`src/rtl/seg7_scan_driver_pkg.sv`:
```
// Shared definitions for the 4-digit multiplexed 7-segment scan driver:
// segment patterns, digit count, scan FSM encoding and leading-zero helper.
package seg7_scan_driver_pkg;

  localparam int NUM_DIGITS = 4;
  localparam logic [1:0] LAST_DIGIT = 2'(NUM_DIGITS - 1);

  // Active-low patterns, bit order {g,f,e,d,c,b,a}
  localparam logic [6:0] SEG_0   = 7'h40;
  localparam logic [6:0] SEG_1   = 7'h79;
  localparam logic [6:0] SEG_2   = 7'h24;
  localparam logic [6:0] SEG_3   = 7'h30;
  localparam logic [6:0] SEG_4   = 7'h19;
  localparam logic [6:0] SEG_5   = 7'h12;
  localparam logic [6:0] SEG_6   = 7'h02;
  localparam logic [6:0] SEG_7   = 7'h78;
  localparam logic [6:0] SEG_8   = 7'h00;
  localparam logic [6:0] SEG_9   = 7'h10;
  localparam logic [6:0] SEG_A   = 7'h08;
  localparam logic [6:0] SEG_B   = 7'h03;
  localparam logic [6:0] SEG_C   = 7'h46;
  localparam logic [6:0] SEG_D   = 7'h21;
  localparam logic [6:0] SEG_E   = 7'h06;
  localparam logic [6:0] SEG_F   = 7'h0E;
  localparam logic [6:0] SEG_OFF = 7'h7F;

  typedef enum logic [0:0] {
    ST_GAP = 1'b0,
    ST_ON  = 1'b1
  } scan_state_e;

  // A digit is blanked when it and every digit to its left are zero; digit0 always shows.
  function automatic logic [NUM_DIGITS-1:0] lead_blank_mask(input logic [15:0] digits);
    logic [NUM_DIGITS-1:0] m;
    m[3] = (digits[15:12] == 4'h0);
    m[2] = m[3] & (digits[11:8] == 4'h0);
    m[1] = m[2] & (digits[7:4] == 4'h0);
    m[0] = 1'b0;
    return m;
  endfunction

endpackage

```
`src/rtl/seg7_hex_decode.sv`:
```
// Combinational hex nibble to active-low 7-segment pattern decoder.
module seg7_hex_decode (
  input  logic [3:0] nibble,
  output logic [6:0] seg_n
);
  import seg7_scan_driver_pkg::*;

  // Nibble to segment lookup
  always_comb begin
    seg_n = SEG_OFF;
    case (nibble)
      4'h0:    seg_n = SEG_0;
      4'h1:    seg_n = SEG_1;
      4'h2:    seg_n = SEG_2;
      4'h3:    seg_n = SEG_3;
      4'h4:    seg_n = SEG_4;
      4'h5:    seg_n = SEG_5;
      4'h6:    seg_n = SEG_6;
      4'h7:    seg_n = SEG_7;
      4'h8:    seg_n = SEG_8;
      4'h9:    seg_n = SEG_9;
      4'hA:    seg_n = SEG_A;
      4'hB:    seg_n = SEG_B;
      4'hC:    seg_n = SEG_C;
      4'hD:    seg_n = SEG_D;
      4'hE:    seg_n = SEG_E;
      4'hF:    seg_n = SEG_F;
      default: seg_n = SEG_OFF;
    endcase
  end

endmodule

```
`src/rtl/seg7_scan_driver.sv`:
```
// Time-multiplexed common-anode 4-digit display driver with frame-aligned
// digit updates, leading-zero blanking and anti-ghosting gaps.
module seg7_scan_driver #(
  parameter int REFRESH_DIV   = 50000,
  parameter int GAP_CYCLES    = 4,
  parameter bit BLANK_LEADING = 1'b1
) (
  input  logic        clk,
  input  logic        rst_n,
  input  logic [15:0] digit_buffer,
  input  logic        load,
  input  logic [3:0]  dp_mask,
  input  logic        blank_all,
  output logic [6:0]  seg_n,
  output logic        dp_n,
  output logic [3:0]  an_n,
  output logic        frame_done,
  output logic        load_pending
);
  import seg7_scan_driver_pkg::*;

  localparam int CNT_MAX = (REFRESH_DIV > GAP_CYCLES) ? REFRESH_DIV : GAP_CYCLES;
  localparam int CNT_W   = (CNT_MAX > 1) ? $clog2(CNT_MAX) : 1;
  localparam logic [CNT_W-1:0] ON_LAST  = CNT_W'(REFRESH_DIV - 1);
  localparam logic [CNT_W-1:0] GAP_LAST = CNT_W'(GAP_CYCLES - 1);
  localparam logic [CNT_W-1:0] CNT_ZERO = {CNT_W{1'b0}};
  localparam logic [CNT_W-1:0] CNT_ONE  = CNT_W'(1);

  scan_state_e            state_q, state_d;
  logic [1:0]             idx_q, idx_d;
  logic [CNT_W-1:0]       cnt_q, cnt_d;
  logic [15:0]            shadow_q, shadow_d;
  logic [15:0]            pending_q, pending_d;
  logic                   load_pending_q, load_pending_d;
  logic [6:0]             seg_n_q, seg_n_d;
  logic                   dp_n_q, dp_n_d;
  logic [3:0]             an_n_q, an_n_d;
  logic                   frame_done_q, frame_done_d;
  logic [3:0]             cur_nibble_s;
  logic [6:0]             dec_seg_s;
  logic [NUM_DIGITS-1:0]  blank_mask_s;
  logic                   digit_lit_s;

  // Scan FSM state, digit index and phase counter
  always_ff @(posedge clk or negedge rst_n) begin
    if (!rst_n) begin
      state_q <= ST_GAP;
      idx_q   <= 2'd0;
      cnt_q   <= CNT_ZERO;
    end else begin
      state_q <= state_d;
      idx_q   <= idx_d;
      cnt_q   <= cnt_d;
    end
  end

  // Scan FSM next-state: GAP_CYCLES dark, then REFRESH_DIV lit, then next digit
  always_comb begin
    state_d = state_q;
    idx_d   = idx_q;
    cnt_d   = cnt_q + CNT_ONE;
    case (state_q)
      ST_GAP: begin
        if (cnt_q == GAP_LAST) begin
          state_d = ST_ON;
          cnt_d   = CNT_ZERO;
        end else begin
          state_d = ST_GAP;
        end
      end
      ST_ON: begin
        if (cnt_q == ON_LAST) begin
          state_d = ST_GAP;
          idx_d   = idx_q + 2'd1;
          cnt_d   = CNT_ZERO;
        end else begin
          state_d = ST_ON;
        end
      end
      default: begin
        state_d = ST_GAP;
        idx_d   = 2'd0;
        cnt_d   = CNT_ZERO;
      end
    endcase
  end

  assign cur_nibble_s = shadow_q[{idx_q, 2'b00} +: 4];

  seg7_hex_decode u_dec (
    .nibble (cur_nibble_s),
    .seg_n  (dec_seg_s)
  );

  // Leading-zero mask and whether the current digit is actually lit
  always_comb begin
    blank_mask_s = {NUM_DIGITS{1'b0}};
    if (BLANK_LEADING) begin
      blank_mask_s = lead_blank_mask(shadow_q);
    end else begin
      blank_mask_s = {NUM_DIGITS{1'b0}};
    end
    digit_lit_s = (state_q == ST_ON) && !blank_mask_s[idx_q];
  end

  // Pin values derived from the current FSM state, registered below
  always_comb begin
    an_n_d       = 4'hF;
    seg_n_d      = SEG_OFF;
    dp_n_d       = 1'b1;
    frame_done_d = (state_q == ST_ON) && (idx_q == LAST_DIGIT) && (cnt_q == ON_LAST);
    if (digit_lit_s) begin
      seg_n_d = dec_seg_s;
      dp_n_d  = ~dp_mask[idx_q];
      if (blank_all) begin
        an_n_d = 4'hF;
      end else begin
        an_n_d = ~(4'b0001 << idx_q);
      end
    end else begin
      an_n_d  = 4'hF;
      seg_n_d = SEG_OFF;
      dp_n_d  = 1'b1;
    end
  end

  // Output pin registers
  always_ff @(posedge clk or negedge rst_n) begin
    if (!rst_n) begin
      an_n_q       <= 4'hF;
      seg_n_q      <= SEG_OFF;
      dp_n_q       <= 1'b1;
      frame_done_q <= 1'b0;
    end else begin
      an_n_q       <= an_n_d;
      seg_n_q      <= seg_n_d;
      dp_n_q       <= dp_n_d;
      frame_done_q <= frame_done_d;
    end
  end

  // Load path: latest load waits in pending and is promoted on the frame_done cycle.
  // A load coinciding with frame_done also refreshes pending so the next promotion keeps it.
  always_comb begin
    shadow_d       = shadow_q;
    pending_d      = pending_q;
    load_pending_d = load_pending_q;
    if (frame_done_q) begin
      load_pending_d = 1'b0;
      if (load) begin
        shadow_d  = digit_buffer;
        pending_d = digit_buffer;
      end else begin
        shadow_d  = pending_q;
      end
    end else if (load) begin
      pending_d      = digit_buffer;
      load_pending_d = 1'b1;
    end else begin
      load_pending_d = load_pending_q;
    end
  end

  // Shadow / pending digit registers
  always_ff @(posedge clk or negedge rst_n) begin
    if (!rst_n) begin
      shadow_q       <= 16'h0000;
      pending_q      <= 16'h0000;
      load_pending_q <= 1'b0;
    end else begin
      shadow_q       <= shadow_d;
      pending_q      <= pending_d;
      load_pending_q <= load_pending_d;
    end
  end

  assign seg_n        = seg_n_q;
  assign dp_n         = dp_n_q;
  assign an_n         = an_n_q;
  assign frame_done   = frame_done_q;
  assign load_pending = load_pending_q;

endmodule
```
`config.mk`:
```
export PLATFORM = sky130hd
export DESIGN_NAME = seg7_scan_driver
export DESIGN_NICKNAME = d
export VERILOG_FILES = /design/src/rtl/seg7_scan_driver_pkg.sv /design/src/rtl/seg7_hex_decode.sv /design/src/rtl/seg7_scan_driver.sv
export SDC_FILE = /design/constraint.sdc
export NUM_CORES = 1
export LEC_CHECK = 0
export CORE_ASPECT_RATIO = 0.5
export CORE_MARGIN = 3
export CORE_UTILIZATION = 55
export DETAILED_ROUTE_END_ITERATION = 6
export PLACE_DENSITY = 0.79
export SYNTH_ARGS = -nofsm -noshare
export SYNTH_HDL_FRONTEND = slang
export SYNTH_SLANG_ARGS = --single-unit
```
`constraint.sdc`:
```
create_clock -name clk -period 2.2 [get_ports clk]
set_input_delay 0.44 -clock clk [delete_from_list [all_inputs] [get_ports clk]]
set_output_delay 0.44 -clock clk [all_outputs]
set_load 0.02 [all_outputs]
```
==> impl_results.html, run 1 <==
<table>
<tr><th>Metric</th><th>Value</th></tr>
<tr><th colspan="2">Routing</th></tr>
<tr><td>Post-DRT Antenna Nets</td><td>0</td></tr>
<tr><td>1st-pass router iterations</td><td>5</td></tr>
<tr><td>Total via count after detailed routing</td><td>roughly 2,000</td></tr>
<tr><td>First DRT Iteration DRCs</td><td>75</td></tr>
<tr><td>Wire length per cell after detailed routing</td><td>around 15 µm</td></tr>
<tr><td>Post-detailed-routing wire length</td><td>approximately 5.5 mm</td></tr>
<tr><td>Average vias per placed instance</td><td>~5.6</td></tr>
<tr><td>Count of unresolved DRC violations after routing</td><td>0</td></tr>
<tr><th colspan="2">Floorplan</th></tr>
<tr><td>Height of the die</td><td>58.1 µm</td></tr>
<tr><td>Horiz. Die Dim</td><td>110 µm</td></tr>
<tr><td>Core Box Area</td><td>5070 µm²</td></tr>
<tr><td>Number of I/O pins</td><td>38</td></tr>
<tr><td>Initial core utilization</td><td>0.589</td></tr>
<tr><td>Die Outline Area</td><td>about 6400 µm²</td></tr>
<tr><td>Number of core rows</td><td>18</td></tr>
<tr><th colspan="2">STA</th></tr>
<tr><td>Endpoints failing setup</td><td>0</td></tr>
<tr><td>Final critical path time including I/O delays and setup</td><td>2.05 ns</td></tr>
<tr><td>Unrepaired setup endpoints after global routing</td><td>no</td></tr>
<tr><td>TNS Setup</td><td>0 ns</td></tr>
<tr><td>Max-slew violations</td><td>0</td></tr>
<tr><td>Worst-Margin Slew</td><td>~0.53 ns</td></tr>
<tr><td>Worst clock skew on the final layout</td><td>between 0.007 and 0.008 ns</td></tr>
<tr><td>Fin crit share</td><td>0.933</td></tr>
<tr><td>Top achievable clock speed</td><td>just under 500 MHz</td></tr>
<tr><td>Number of hold violations in the final report</td><td>0</td></tr>
<tr><td>Worst-case headroom to the max-slew limit</td><td>0.645</td></tr>
<tr><th colspan="2">Setup path</th></tr>
<tr><td>Endpoint class of the critical path</td><td>flop</td></tr>
<tr><td>Number of cell instances on the worst register-to-register path</td><td>7</td></tr>
<tr><td>Register-to-register setup slack</td><td>about 0.15 ns</td></tr>
<tr><td>Cells along the critical path</td><td>mux4_2 &gt; inv_1 &gt; ha_1 &gt; inv_1 &gt; a211oi_1 &gt; nor3_1 &gt; o31ai_1</td></tr>
<tr><td>Startpoint type of the worst setup path</td><td>flop</td></tr>
<tr><td>Crit Path Class</td><td>flop to flop</td></tr>
<tr><td>Critical Path Most Common Cell</td><td>inv_1</td></tr>
<tr><td>Worst flop-to-flop path startpoint</td><td>idx_q[1]</td></tr>
<tr><td>RR Endpoint</td><td>seg_n[0]</td></tr>
<tr><td>Required time of the critical path</td><td>around 2.4 ns</td></tr>
<tr><td>Arr. time, crit path</td><td>~2.3 ns</td></tr>
<tr><td>Delay of the slowest cell on the worst path</td><td>0.60 ns</td></tr>
<tr><td>Slowest library cell on the worst path</td><td>dfrtp_1</td></tr>
<tr><td>Worst-path fanout max</td><td>9</td></tr>
<tr><th colspan="2">Logic synthesis</th></tr>
<tr><td>Library cell with the largest summed area after synthesis</td><td>dfrtp_1</td></tr>
<tr><td>Post-synthesis register bit count</td><td>65</td></tr>
<tr><td>Post-synth top cells</td><td>dfrtp_1 (53), mux2_2 (34), nor2_1 (22)</td></tr>
<tr><td>Proportion of synthesized area in mux cells</td><td>0.179</td></tr>
<tr><td>Avg Inst Size Synth</td><td>~12 µm²</td></tr>
<tr><td>Fraction of the mapped netlist area in compound gates</td><td>0.0340</td></tr>
<tr><td>Sequential area share after synthesis</td><td>0.550</td></tr>
<tr><td>Largest family of logic cells by synthesized area</td><td>multiplexers</td></tr>
<tr><td>Most used flip-flop cell after synthesis</td><td>dfrtp_1</td></tr>
<tr><td>Area fraction in and, or, nand and nor cells after synthesis</td><td>0.117</td></tr>
<tr><td>Number of library cell types mapped by synthesis</td><td>35</td></tr>
<tr><td>Cell area after synthesis</td><td>2980 µm²</td></tr>
<tr><td>Post-synthesis instance total</td><td>around 240</td></tr>
<tr><td>Post-synthesis adder-cell area fraction</td><td>0.0461</td></tr>
<tr><td>Area share of the largest cell type after synthesis</td><td>0.444</td></tr>
<tr><td>Syn_nets</td><td>274</td></tr>
<tr><td>Total of warnings raised by yosys</td><td>0</td></tr>
<tr><td>Number of enable flip-flop cells after synthesis</td><td>0</td></tr>
<tr><td>Post-synthesis share of cell area spent on xor and xnor gates</td><td>0.0499</td></tr>
<tr><td>Count leader, synth</td><td>dfrtp_1</td></tr>
<tr><td>Most area-consuming cells after synthesis</td><td>dfrtp_1 (44%), mux2_2 (13%), dfstp_2 (11%)</td></tr>
<tr><td>Post-synth ARST share</td><td>1.00</td></tr>
<tr><th colspan="2">GRT</th></tr>
<tr><td>GRT Overall Usage</td><td>0.196</td></tr>
<tr><td>Number of global-route vias before repair</td><td>about 2,000</td></tr>
<tr><td>Antenna violations before repair</td><td>0</td></tr>
<tr><td>Total congestion overflow after global routing</td><td>0</td></tr>
<tr><td>Largest net degree at the start of global routing</td><td>66</td></tr>
<tr><td>Global-route wire length before repair</td><td>9.55 mm</td></tr>
<tr><th colspan="2">Power and ir drop</th></tr>
<tr><td>Peak ir drop on the vdd network</td><td>~340 µV</td></tr>
<tr><td>Power per cell area</td><td>647 nW/µm²</td></tr>
<tr><td>Static leakage</td><td>1.57 nW</td></tr>
<tr><th colspan="2">Place</th></tr>
<tr><td>Port bufs</td><td>37</td></tr>
<tr><td>Final HPWL from detailed placement</td><td>3.86 mm</td></tr>
<tr><td>RD Place Congestion</td><td>just over 0.8</td></tr>
<tr><td>Placed Cells</td><td>~340</td></tr>
<tr><th colspan="2">Finish</th></tr>
<tr><td>Fin nets</td><td>320</td></tr>
<tr><td>Growth of design area from synthesis to finish</td><td>21.9%</td></tr>
<tr><td>Non-filler cells in the finished layout</td><td>approximately 360</td></tr>
<tr><td>Fraction of final layout cells sized beyond drive strength 1</td><td>0.256</td></tr>
<tr><td>Antenna diode count</td><td>0</td></tr>
<tr><th colspan="2">Clocking</th></tr>
<tr><td>Total CTS buffers</td><td>9</td></tr>
<tr><td>Clock tree from TritonCTS</td><td>built</td></tr>
<tr><td># hold bufs at CTS</td><td>0</td></tr>
<tr><td>Clock Path Buffers</td><td>2</td></tr>
<tr><td>Reg clk slew, reported paths</td><td>0.07 ns</td></tr>
<tr><td>Latest clock arrival within the worst-skew pair</td><td>0.32 ns</td></tr>
<tr><td>Number of levels the H-tree was split into</td><td>3</td></tr>
<tr><td>Post-CTS Setup Bufs</td><td>0</td></tr>
<tr><td>Clock Tree Root</td><td>clkbuf_8</td></tr>
<tr><td>Number of resized instances in the post-cts repair step</td><td>0</td></tr>
<tr><td>Total clock sinks</td><td>65</td></tr>
<tr><th colspan="2">Flow run</th></tr>
<tr><td>Max-cap violations</td><td>0</td></tr>
<tr><th colspan="2">Run status</th></tr>
<tr><td>Result of the run</td><td>completed</td></tr>
<tr><th colspan="2">Min path</th></tr>
<tr><td>Min-Delay Path Class</td><td>primary input to asynchronous set/reset pin</td></tr>
</table>
cell type report:
type | instances | area [µm²]
fill | 360 | 1430
tap | 70 | 87.6
inverter | 7 | 26.3
timing repair buffer | 42 | 415
clock buffer | 12 | 155
sequential | 65 | 1640
clock inverter | 3 | 40.0
multi-input combinational | 160 | 1270
how the worst max path moves through the flow:
stage,from,endpoint,slack [ns],depth (start not counted)
3_3_place_gp,idx_q[1],seg_n[0],0.29,7
2_1_floorplan,idx_q[0],seg_n[0],0.24,7
4_1_cts,idx_q[1],seg_n[0],0.17,7
6_report,idx_q[1],seg_n[0],0.15,7
3_5_place_dp,idx_q[1],seg_n[0],0.19,7
5_1_grt,idx_q[1],seg_n[0],0.01,7
critical path, delay by kind of cell, from the launching register on:
| family | cells | cell delay (ns) |
|---|---|---|
| DFF | 1 | 0.60 |
| and+or+nand+nor | 1 | 0.09 |
| adders and majority gates | 1 | 0.19 |
| AOI/OAI and AO/OA | 2 | 0.44 |
| muxes | 1 | 0.42 |
| buffers and inverters | 2 | 0.24 |
metrics by stage:
stage	power [mW]	setup WS, ns	hold WS [ns]	util	area, µm²
final	2.35	0.147	0.116	0.718	3640
after global routing	2.45	0.0116	0.129	0.718	3640
after CTS	2.38	0.168	0.125	0.718	3640
after detailed placement	1.38	0.190	0.479	0.680	3440
after global placement	1.38	0.287	0.470	0.680	3440
after floorplan	1.30	0.235	0.144	-	2980
cells by family after synthesis:
| kind of cell | count (synthesis) |
|---|---|
| simple gates | 75 |
| flops | 65 |
| mux | 44 |
| xor+xnor | 17 |
| buf+inv | 14 |
| compound gates | 13 |
| fa+ha+maj | 11 |
where the power goes:
group	total (mW)	internal [mW]	switching, mW
Combinational	0.124	0.0710	0.0526
Clock	0.994	0.576	0.418
Sequential	1.24	1.23	0.00706
registers in the layout, summed over array words and instances, names as in the netlist:
| name | count |
|---|---|
| seg_n | 7 |
| frame_done | 1 |
| shadow_q | 16 |
| cnt_q | 16 |
| load_pending | 1 |
| an_n | 4 |
| dp_n | 1 |
| idx_q | 2 |
| state_q | 1 |
| pending_q | 16 |
routing by layer:
metal | share of wire | wire, µm | GRT usage
met5 | 0 | 0 | 0
met4 | 0.0092 | 51 | 0.0702
met3 | 0.049 | 271 | 0.0501
met2 | 0.50 | 2740 | 0.320
met1 | 0.45 | 2470 | 0.257
cells in the final DEF, fill, tap and decap left out, drive strengths merged:
cell type / Yosys / layout
nor4b: 1 / 1
buf: 4 / 6
inv: 7 / 7
xor2: 7 / 7
xnor2: 10 / 10
nor4: 7 / 7
clkinv: 0 / 2
mux2: 36 / 36
ha: 11 / 11
nor2: 22 / 22
dfstp: 12 / 12
o221ai: 2 / 2
mux2i: 5 / 5
a21oi: 1 / 1
nand3: 9 / 9
a211oi: 2 / 2
clkdlybuf4s50: 0 / 36
o21ai: 2 / 2
o31ai: 1 / 1
nand2: 19 / 19
clkbuf: 3 / 12
and3: 5 / 5
o211ai: 1 / 1
nor2b: 1 / 1
bufinv: 0 / 1
nor3: 6 / 6
mux4: 3 / 3
nand4: 5 / 5
a311oi: 1 / 1
dfrtp: 53 / 53
o311ai: 3 / 3
Note: power is estimated with default switching activity, not from simulation.
==> inputs of run 2 (changes only) <==
SYNTH_HIERARCHICAL = 1   (was unset)
==> impl_results.html, run 2 <==
<table>
<tr><th>Metric</th><th>Value</th></tr>
<tr><th colspan="2">Place</th></tr>
<tr><td>Placed Cells</td><td>346 (was 344)</td></tr>
<tr><td>Port bufs</td><td>37 (unchanged)</td></tr>
<tr><td>RD Place Congestion</td><td>0.836 (was 0.827)</td></tr>
<tr><td>Final HPWL from detailed placement</td><td>4.17 mm (was 3.86 mm)</td></tr>
<tr><th colspan="2">Clocking</th></tr>
<tr><td># hold bufs at CTS</td><td>0 (unchanged)</td></tr>
<tr><td>Clock Tree Root</td><td>clkbuf_16 (was clkbuf_8)</td></tr>
<tr><td>Clock tree from TritonCTS</td><td>built (unchanged)</td></tr>
<tr><td>Latest clock arrival within the worst-skew pair</td><td>0.33 ns (was 0.32 ns)</td></tr>
<tr><td>Clock Path Buffers</td><td>2 (unchanged)</td></tr>
<tr><td>Total CTS buffers</td><td>9 (unchanged)</td></tr>
<tr><td>Reg clk slew, reported paths</td><td>0.05 ns (was 0.07 ns)</td></tr>
<tr><td>Total clock sinks</td><td>65 (unchanged)</td></tr>
<tr><td>Number of levels the H-tree was split into</td><td>3 (unchanged)</td></tr>
<tr><th colspan="2">Finish</th></tr>
<tr><td>Non-filler cells in the finished layout</td><td>368 (was 359)</td></tr>
<tr><td>Fin nets</td><td>329 (was 320)</td></tr>
<tr><td>Antenna diode count</td><td>0 (unchanged)</td></tr>
<tr><td>Growth of design area from synthesis to finish</td><td>27.8% (was 21.9%)</td></tr>
<tr><td>Fraction of final layout cells sized beyond drive strength 1</td><td>0.389 (was 0.256)</td></tr>
<tr><td>Top library cells by usage in the layout, fill and taps aside</td><td>dfrtp_1 (52), clkdlybuf4s50_1 (36), mux2_2 (34) (was dfrtp_1 (53), clkdlybuf4s50_1 (36), mux2_2 (34))</td></tr>
<tr><td>Registers with the most flip-flops</td><td>cnt_q: 16 flops, pending_q: 16 flops, shadow_q: 16 flops (unchanged)</td></tr>
<tr><td>Leading cell type in the layout, fill and taps excluded</td><td>dfrtp_1 (unchanged)</td></tr>
<tr><th colspan="2">STA</th></tr>
<tr><td>Worst-case headroom to the max-slew limit</td><td>0.730 (was 0.645)</td></tr>
<tr><td>Worst-Margin Slew</td><td>0.399 ns (was 0.528 ns)</td></tr>
<tr><td>Endpoints failing setup</td><td>0 (unchanged)</td></tr>
<tr><td>Worst clock skew on the final layout</td><td>0.00674 ns (was 0.00723 ns)</td></tr>
<tr><td>Max-slew violations</td><td>0 (unchanged)</td></tr>
<tr><td>Min Hold Slack</td><td>0.113 ns (was 0.116 ns)</td></tr>
<tr><td>Unrepaired setup endpoints after global routing</td><td>yes (was no)</td></tr>
<tr><td>Final critical path time including I/O delays and setup</td><td>2.17 ns (was 2.05 ns)</td></tr>
<tr><td>Top achievable clock speed</td><td>462 MHz (was 487 MHz)</td></tr>
<tr><td>Fin crit share</td><td>0.984 (was 0.933)</td></tr>
<tr><td>Number of hold violations in the final report</td><td>0 (unchanged)</td></tr>
<tr><th colspan="2">Routing</th></tr>
<tr><td>Post-DRT Antenna Nets</td><td>0 (unchanged)</td></tr>
<tr><td>Average vias per placed instance</td><td>5.60 (was 5.58)</td></tr>
<tr><td>1st-pass router iterations</td><td>4 (was 5)</td></tr>
<tr><td>First DRT Iteration DRCs</td><td>63 (was 75)</td></tr>
<tr><td>Total via count after detailed routing</td><td>2,059 (was 2,005)</td></tr>
<tr><td>Wire length per cell after detailed routing</td><td>16.7 µm (was 15.4 µm)</td></tr>
<tr><td>Post-detailed-routing wire length</td><td>6.13 mm (was 5.54 mm)</td></tr>
<tr><td>Count of unresolved DRC violations after routing</td><td>0 (unchanged)</td></tr>
<tr><th colspan="2">Logic synthesis</th></tr>
<tr><td>Most used flip-flop cell after synthesis</td><td>dfrtp_1 (unchanged)</td></tr>
<tr><td>Syn_nets</td><td>274 (unchanged)</td></tr>
<tr><td>Count leader, synth</td><td>dfrtp_1 (unchanged)</td></tr>
<tr><td>Library cell with the largest summed area after synthesis</td><td>dfrtp_1 (unchanged)</td></tr>
<tr><td>Sequential area share after synthesis</td><td>0.529 (was 0.550)</td></tr>
<tr><td>Number of library cell types mapped by synthesis</td><td>42 (was 35)</td></tr>
<tr><td>Cell area after synthesis</td><td>3100 µm² (was 2980 µm²)</td></tr>
<tr><td>Area share of the largest cell type after synthesis</td><td>0.428 (was 0.444)</td></tr>
<tr><td>Most area-consuming cells after synthesis</td><td>dfrtp_1 (43%), mux2_2 (12%), dfstp_2 (10%) (was dfrtp_1 (44%), mux2_2 (13%), dfstp_2 (11%))</td></tr>
<tr><td>Avg Inst Size Synth</td><td>13.0 µm² (was 12.5 µm²)</td></tr>
<tr><td>Post-synthesis register bit count</td><td>65 (unchanged)</td></tr>
<tr><td>Post-synthesis instance total</td><td>238 (was 239)</td></tr>
<tr><td>Total of warnings raised by yosys</td><td>6 (was 0)</td></tr>
<tr><td>Post-synth ARST share</td><td>1.00 (unchanged)</td></tr>
<tr><td>Post-synth top cells</td><td>dfrtp_1 (53), mux2_2 (34), dfstp_2 (12), ha_1 (12), nor2_1 (10) (was dfrtp_1 (53), mux2_2 (34), nor2_1 (22))</td></tr>
<tr><td>Number of enable flip-flop cells after synthesis</td><td>0 (unchanged)</td></tr>
<tr><th colspan="2">Setup path</th></tr>
<tr><td>Required time of the critical path</td><td>2.45 ns (was 2.44 ns)</td></tr>
<tr><td>Startpoint type of the worst setup path</td><td>flop (unchanged)</td></tr>
<tr><td>Crit Path Class</td><td>flop to flop (unchanged)</td></tr>
<tr><td>Endpoint class of the critical path</td><td>flop (unchanged)</td></tr>
<tr><td>Worst-path fanout max</td><td>5 (was 9)</td></tr>
<tr><td>Arr. time, crit path</td><td>2.42 ns (was 2.29 ns)</td></tr>
<tr><td>Number of cell instances on the worst register-to-register path</td><td>4 (was 7)</td></tr>
<tr><th colspan="2">Power and ir drop</th></tr>
<tr><td>Power per cell area</td><td>697 nW/µm² (was 647 nW/µm²)</td></tr>
<tr><td>Cell-internal power</td><td>2.24 mW (was 1.88 mW)</td></tr>
<tr><td>Part of the total power dissipated in combinational logic</td><td>0.045 (was 0.053)</td></tr>
<tr><td>Switching portion of total power</td><td>0.191 (was 0.203)</td></tr>
<tr><td>Switching pwr</td><td>0.529 mW (was 0.478 mW)</td></tr>
<tr><td>Share of power burned in the clock network</td><td>0.506 (was 0.422)</td></tr>
<tr><td>Proportion of power drawn by flip-flops and latches</td><td>0.448 (was 0.525)</td></tr>
<tr><td>Static leakage</td><td>1.70 nW (was 1.57 nW)</td></tr>
<tr><td>Peak ir drop on the vdd network</td><td>665 µV (was 344 µV)</td></tr>
<tr><th colspan="2">GRT</th></tr>
<tr><td>GRT Overall Usage</td><td>0.209 (was 0.196)</td></tr>
<tr><td>Antenna violations before repair</td><td>0 (unchanged)</td></tr>
<tr><td>Met2 layer usage reported by global route</td><td>0.337 (was 0.320)</td></tr>
<tr><td>Layer with the highest usage</td><td>met2 (unchanged)</td></tr>
<tr><td>Met1 Track Usage GR</td><td>0.245 (was 0.257)</td></tr>
<tr><td>Total congestion overflow after global routing</td><td>0 (unchanged)</td></tr>
<tr><td>Met3 global-route usage</td><td>0.0897 (was 0.0501)</td></tr>
<tr><td>Number of global-route vias before repair</td><td>2,144 (was 2,040)</td></tr>
<tr><td>Global-route wire length before repair</td><td>10.3 mm (was 9.55 mm)</td></tr>
<tr><td>Largest net degree at the start of global routing</td><td>66 (unchanged)</td></tr>
<tr><th colspan="2">Floorplan</th></tr>
<tr><td>Horiz. Die Dim</td><td>112 µm (was 110 µm)</td></tr>
<tr><td>Initial core utilization</td><td>0.599 (was 0.589)</td></tr>
<tr><td>Die Outline Area</td><td>6630 µm² (was 6400 µm²)</td></tr>
<tr><td>Number of I/O pins</td><td>38 (unchanged)</td></tr>
<tr><td>Number of core rows</td><td>18 (unchanged)</td></tr>
<tr><td>Core Box Area</td><td>5180 µm² (was 5070 µm²)</td></tr>
<tr><td>Height of the die</td><td>59.1 µm (was 58.1 µm)</td></tr>
<tr><th colspan="2">Run status</th></tr>
<tr><td>Result of the run</td><td>completed (unchanged)</td></tr>
<tr><th colspan="2">Flow run</th></tr>
<tr><td>Max-cap violations</td><td>0 (unchanged)</td></tr>
<tr><th colspan="2">Min path</th></tr>
<tr><td>Min-Delay Path Class</td><td>primary input to asynchronous set/reset pin (unchanged)</td></tr>
</table>
==> run 2: cells by family after synthesis <==
group                    share of synthesized area
adder cells (fa/ha/maj)                     0.0484
multiplexers                                 0.181
buffers and inverters                       0.0274
AO/OA/AOI/OAI                               0.0222
AND/OR/NAND/NOR                              0.152
flip-flops                                   0.529
XOR/XNOR                                    0.0395
==> run 2: area by class of cell <==
cell class                      count  area, µm²
Timing Repair Buffer               56        520
Fill cell                         345       1220
Sequential cell                    65       1640
Inverter                            7       28.8
Tap cell                           70       87.6
Clock inverter                      3       40.0
Clock buffer                       13        260
Multi-Input combinational cell    154       1380
==> run 2: worst paths after layout <==
| path | startpoint | slack [ns] | end |
|---|---|---|---|
| setup / recovery | idx_q[0] | 0.03 | seg_n[3] |
| hold / removal | rst_n | 0.11 | pending_q[11] |
| setup reg to reg | idx_q[0] | 0.03 | seg_n[3] |
| hold reg to reg | pending_q[2] | 0.49 | pending_q[2] |
| max in group asynchronous | rst_n | 1.77 | an_n[0] |
| min in group clk | pending_q[2] | 0.49 | pending_q[2] |
==> run 2: metrics by stage <==
stage          area [µm²]  TNS (ns)  power (mW)  worst slack (ns)   util
2_1_floorplan        3100         0        1.30           0.00300      -
3_3_place_gp         3610         0        1.38            0.0584  0.696
3_5_place_dp         3610   -0.0219        1.39           -0.0133  0.696
4_1_cts              3910         0        2.81           0.00974  0.754
5_1_grt              3960   -0.0356        2.87           -0.0250  0.765
6_report             3960         0        2.76            0.0346  0.765
==> run 2: metal layers <==
metal / part of all wire / vias up / routed length [µm]
met5: 0 / - / 0
met4: 0.018 / 0 / 113
met3: 0.062 / 13 / 379
met2: 0.50 / 56 / 3050
met1: 0.42 / 1030 / 2590
li1: - / 960 / -
==> run 2: critical path, stage by stage (launching register included) <==
cell and delay [ns]:
dfrtp_2 0.43, mux4_2 0.61, ha_1 0.28, mux4_2 0.46, or2_2 0.31
==> run 2: power by group through the flow <==
stage | clock network, mW | logic [mW] | registers [mW]
floorplan | 0 | 0.0431 | 1.26
global placement | 0 | 0.123 | 1.26
detailed placement | 0 | 0.128 | 1.26
CTS | 1.44 | 0.129 | 1.24
global route | 1.49 | 0.139 | 1.24
finish | 1.40 | 0.126 | 1.24
==> run 2: what timing repair did <==
item / CTS / global route
setup buffers: 0 / 6
setup endpoints to repair: 3 / 3
pin swaps: 0 / 0
gates resized for setup: 1 / 4
